File: src/rtl/axi_sram_pkg.sv
// Shared types and constants for the AXI-to-SRAM slave: FSM state encoding,
// SRAM geometry default and the idle (no-write) byte-enable pattern.
`ifndef AXI_IDS_BITS
`define AXI_IDS_BITS 8
`endif

package axi_sram_pkg;

    localparam int          SRAM_AW_DEF = 14;
    localparam logic [3:0]  WEB_IDLE    = 4'hF;
    localparam logic [1:0]  RESP_OKAY   = 2'b00;

    typedef enum logic [2:0] {
        IDLE   = 3'd0,
        R_ACC  = 3'd1,
        R_DATA = 3'd2,
        W_DATA = 3'd3,
        W_RESP = 3'd4
    } state_t;

endpackage

File: src/rtl/axi_sram_slave.sv
// AXI slave front-end for a single-port synchronous SRAM (32-bit words).
// One transaction in flight; reads take two cycles per beat, writes one.
`ifndef AXI_IDS_BITS
`define AXI_IDS_BITS 8
`endif

module axi_sram_slave
    import axi_sram_pkg::*;
#(
    parameter int SRAM_AW = SRAM_AW_DEF
) (
    input  logic                     clk,
    input  logic                     rst,
    // AR channel
    input  logic [`AXI_IDS_BITS-1:0] ARID,
    input  logic [31:0]              ARADDR,
    input  logic [3:0]               ARLEN,
    input  logic [2:0]               ARSIZE,
    input  logic [1:0]               ARBURST,
    input  logic                     ARVALID,
    output logic                     ARREADY,
    // R channel
    output logic [`AXI_IDS_BITS-1:0] RID,
    output logic [31:0]              RDATA,
    output logic [1:0]               RRESP,
    output logic                     RLAST,
    output logic                     RVALID,
    input  logic                     RREADY,
    // AW channel
    input  logic [`AXI_IDS_BITS-1:0] AWID,
    input  logic [31:0]              AWADDR,
    input  logic [3:0]               AWLEN,
    input  logic [2:0]               AWSIZE,
    input  logic [1:0]               AWBURST,
    input  logic                     AWVALID,
    output logic                     AWREADY,
    // W channel
    input  logic [31:0]              WDATA,
    input  logic [3:0]               WSTRB,
    input  logic                     WLAST,
    input  logic                     WVALID,
    output logic                     WREADY,
    // B channel
    output logic [`AXI_IDS_BITS-1:0] BID,
    output logic [1:0]               BRESP,
    output logic                     BVALID,
    input  logic                     BREADY,
    // SRAM side
    output logic                     CS,
    output logic                     OE,
    output logic [3:0]               WEB,
    output logic [SRAM_AW-1:0]       A,
    output logic [31:0]              DI,
    input  logic [31:0]              DO
);

    state_t                   r_state;
    logic                     r_last_wr;
    logic [`AXI_IDS_BITS-1:0] r_id;
    logic [3:0]               r_len;
    logic [3:0]               r_cnt;
    logic [SRAM_AW-1:0]       r_addr;

    logic w_idle;
    logic w_grant_rd;
    logic w_grant_wr;
    logic w_w_hs;
    logic w_r_last;
    logic w_unused;

    // Tie-break favours whichever side was not served last.
    assign w_idle     = (r_state == IDLE);
    assign w_grant_rd = w_idle && ARVALID && (!AWVALID || r_last_wr);
    assign w_grant_wr = w_idle && AWVALID && (!ARVALID || !r_last_wr);
    assign w_w_hs     = (r_state == W_DATA) && WVALID;
    assign w_r_last   = (r_cnt == r_len);

    assign w_unused = ^{ARADDR[31:SRAM_AW+2], ARADDR[1:0], ARSIZE, ARBURST,
                        AWADDR[31:SRAM_AW+2], AWADDR[1:0], AWSIZE, AWBURST, AWLEN};

    always_ff @(posedge clk) begin
        if (rst) begin
            r_state   <= IDLE;
            r_last_wr <= 1'b1;
            r_id      <= '0;
            r_len     <= '0;
            r_cnt     <= '0;
            r_addr    <= '0;
        end else begin
            case (r_state)
                IDLE: begin
                    if (w_grant_rd) begin
                        r_id      <= ARID;
                        r_len     <= ARLEN;
                        r_cnt     <= '0;
                        r_addr    <= ARADDR[SRAM_AW+1:2];
                        r_last_wr <= 1'b0;
                        r_state   <= R_ACC;
                    end else if (w_grant_wr) begin
                        r_id      <= AWID;
                        r_addr    <= AWADDR[SRAM_AW+1:2];
                        r_last_wr <= 1'b1;
                        r_state   <= W_DATA;
                    end
                end
                R_ACC: r_state <= R_DATA;
                R_DATA: begin
                    if (RREADY) begin
                        if (w_r_last) begin
                            r_state <= IDLE;
                        end else begin
                            r_addr  <= r_addr + 1'b1;
                            r_cnt   <= r_cnt + 1'b1;
                            r_state <= R_ACC;
                        end
                    end
                end
                W_DATA: begin
                    // Burst length follows WLAST; AWLEN is not trusted.
                    if (WVALID) begin
                        r_addr <= r_addr + 1'b1;
                        if (WLAST) r_state <= W_RESP;
                    end
                end
                W_RESP: if (BREADY) r_state <= IDLE;
                default: r_state <= IDLE;
            endcase
        end
    end

    always_comb begin
        ARREADY = w_grant_rd;
        AWREADY = w_grant_wr;
        RVALID  = 1'b0;
        RID     = '0;
        RDATA   = '0;
        RRESP   = RESP_OKAY;
        RLAST   = 1'b0;
        WREADY  = 1'b0;
        BVALID  = 1'b0;
        BID     = '0;
        BRESP   = RESP_OKAY;
        CS      = 1'b0;
        OE      = 1'b0;
        WEB     = WEB_IDLE;
        A       = '0;
        DI      = '0;
        case (r_state)
            R_ACC: begin
                CS = 1'b1;
                OE = 1'b1;
                A  = r_addr;
            end
            R_DATA: begin
                // Address and strobes stay up so DO is re-read unchanged under stall.
                CS     = 1'b1;
                OE     = 1'b1;
                A      = r_addr;
                RVALID = 1'b1;
                RID    = r_id;
                RDATA  = DO;
                RLAST  = w_r_last;
            end
            W_DATA: begin
                WREADY = 1'b1;
                if (w_w_hs) begin
                    CS  = 1'b1;
                    A   = r_addr;
                    DI  = WDATA;
                    WEB = ~WSTRB;
                end
            end
            W_RESP: begin
                BVALID = 1'b1;
                BID    = r_id;
            end
            default: ;
        endcase
    end

endmodule

File: config.mk
export PLATFORM = sky130hd
export DESIGN_NAME = axi_sram_slave
export DESIGN_NICKNAME = d
export VERILOG_FILES = /design/src/rtl/axi_sram_pkg.sv /design/src/rtl/axi_sram_slave.sv
export SDC_FILE = /design/constraint.sdc
export NUM_CORES = 1
export LEC_CHECK = 0
export ABC_AREA = 1
export BUFFER_PORTS_ARGS = -buffer_cell sky130_fd_sc_hd__buf_2
export CORE_AREA = 8 8 104 106
export CTS_BUF_LIST = sky130_fd_sc_hd__clkbuf_16
export DETAILED_ROUTE_END_ITERATION = 10
export DIE_AREA = 0 0 112 114
export PLACE_DENSITY_LB_ADDON = 0.2
export SLEW_MARGIN = 5
export SYNTH_ARGS = -nofsm -noshare
export SYNTH_HDL_FRONTEND = slang
export SYNTH_SLANG_ARGS = --single-unit
File: constraint.sdc
create_clock -name clk -period 1.8 [get_ports clk]
set_clock_uncertainty 0.15 [all_clocks]
set_input_delay 0.36 -clock clk [delete_from_list [all_inputs] [get_ports clk]]
set_output_delay 0.36 -clock clk [all_outputs]
set_load 0.1 [all_outputs]
==> results.toml <==
[timing]
period_needed_ps = 2250
final.period_utilization = 1.25
fin_ws_ps = -454
drv_slew = 0
hold_viol = 0
setup_viol = 139
max_freq_mhz = 444
rsz0062_at_grt = "true"
tns_ps = -43180

[global_routing]
first_global_vias = 5059
grt_max_degree = 19
gr-total-overflow = 0
antenna_found_initial = 0
groute.usage.overall = 0.286
grt_pass1_wl_um = 29200

[job]
cap_viol_max_count = 0

[worst_setup_path]
critPathMaxFanout = 8
critPathLaunchType = "flop"
crit_family = "buffers and inverters"
cp-end-kind = "primary output"
worstSetupPathType = "reg -> out"
arrival_ps = 1740
cp.required_ps = 1290
slowest_stage = "dfxtp_2"
cpPeakStageDelay_ps = 330
cp_num_buf_inv = 6
worstPathCellList = "inv_4, nand2_4, nor2_4, inv_4, buf_12, buf_12, buf_16, nor2_4, buf_12"
critPathMostFrequentCell = "buf_12"

[logic_synthesis]
synth_area_sq_um = 2910
synth_edf_count = 0
synth_cell_types = 28
ys_ff_latch = 34
synth.area.top_cells = "dfxtp_1, nor2_1, nand2_1"
syn_avg_cell_area_sq_um = 5.18
seq_area_frac_synth = 0.234
synth_flop_cell = "dfxtp_1"
async_flop_share = 0
yosysTopAreaCell = "dfxtp_1"
yosys_warnings = 0
synth.top_cell.area_share = 0.234
syn-instance-count = 562

[finish]
drive_gt1_frac = 0.615
layout_commonest_cell = "buf_2"
fillers = 343
nets = 1039
area_growth_pct = 184
n_antenna_cell = 0
final_cell_mix = "buf_2, buf_12, nor2_4, inv_1, nand2_1"

[floorplanning]
io_pins = 284
coreArea_sq_um = 9110
dieHeight_um = 114
rows = 35
dieWidth_um = 112
start_util = 0.320
die_area_sq_um = 12800

[placed_design]
numPortBuffers = 229
preCtsSetupSlack_ps = -587
post-dp-hpwl_um = 11700
gp_congestion = 0.912

[pwr]
pwr_density_cell_nw_per_um2 = 1670
irDropWorstVdd_v = 0.00194
p_leak_nw = 3.75

[drt]
dr.first_iter.drc_count = 469
drc = 0
avgViaCountPerCell = 5.30
wirelength_um = 21000
wl_per_cell_um = 21.5
ant_nets = 0
vias = 5171
dr.pass1.iters = 6

[clock_tree]
cts_tree = "built"
holdBufCountCts = 0
cts_sinks = 34
clock_latency_ps = 290
clock_path_buffers = 2
clk_pin_slew_ps = 60
clock-root-buffer = "clkbuf_16"
htreeDepth = 2
cts_buffers = 5

[outcome]
outcome = "finished, violations left"
violations = "negative setup slack"

[hold_path]
hold_class = "in -> reg"
## cell usage after synthesis, drive strengths merged (2+ instances only)
cell type / number
a21oi: 18
a31oi: 5
buf: 14
clkbuf: 11
dfxtp: 34
ha: 2
inv: 118
nand2: 119
nand3: 24
nand4: 2
nor2: 169
o21ai: 35
o221ai: 4
## power breakdown
| group | total, mW | leakage (nW) | switching (mW) | internal [mW] |
|---|---|---|---|---|
| sequential | 1.26 | 0.284 | 0.230 | 1.03 |
| clock | 1.02 | 0.0804 | 0.367 | 0.654 |
| combinational | 11.5 | 3.38 | 7.24 | 4.30 |
| total | 13.8 | 3.75 | 7.84 | 5.99 |
## routing by layer
| layer | track usage | vias to the layer above | share of wire |
|---|---|---|---|
| met4 | 0.0953 | 0 | 0.041 |
| li1 | - | 2281 | - |
| met3 | 0.0608 | 92 | 0.088 |
| met5 | 0 | - | 0 |
| met1 | 0.300 | 2381 | 0.34 |
| met2 | 0.554 | 417 | 0.53 |
## worst paths after layout
kind / from / endpoint / slack [ps] / cells after the start
worst max-delay path: r_state[2] / RDATA[14] / -450 / 9
worst min-delay path: rst / r_cnt[3] / 140 / 2
worst max register to register: r_state[2] / r_addr[1] / -260 / 15
worst min register to register: r_len[2] / r_len[2] / 350 / 2
## registers in the layout (all words and copies together), names as in the netlist
register and count:
r_addr 14, r_cnt 4, r_id 8, r_last_wr 1
r_len 4, r_state 3
## cells by family (layout without fill, tap and decap cells)
kind of cell	Yosys count	after routing	synth area share
and+or+nand+nor	317	321	0.437
xor gates and xnor gates	2	2	0.00602
other	1	4	0.00129
AOI/OAI and AO/OA	63	63	0.116
DFF	34	34	0.234
buffers and inverters	143	438	0.197
adders and majority gates	2	2	0.00859
## layout make-up
type / count / area [sq um] / area share
timing repair buffer: 312 / 3790 / 0.457
multi-input combinational: 392 / 3010 / 0.363
sequential: 34 / 691 / 0.0834
inverter: 118 / 488 / 0.0589
tap: 111 / 139 / 0.0168
clock buffer: 5 / 125 / 0.0151
clock inverter: 3 / 43.8 / 0.00529
## metrics by stage
step | instances | total power, mW | util | hold WS, ps | instance area, sq um
floorplan | 565 | 7.02 | - | 272 | 3900
global placement | 915 | 9.42 | 0.748 | 308 | 6820
detailed placement | 915 | 9.58 | 0.748 | 319 | 6820
CTS | 963 | 12.6 | 0.875 | 151 | 7970
global route | 975 | 14.2 | 0.909 | 151 | 8280
finish | 975 | 13.8 | 0.909 | 144 | 8280
## what timing repair did
item | in CTS | in global routing
pin swaps | 43 | 47
resized for setup | 120 | 60
gates cloned | 16 | 1
setup endpoints to repair | 132 | 139
hold endpoints to repair | 0 | 0
setup buffers | 27 | 16
(Power assumes the default switching activity.)
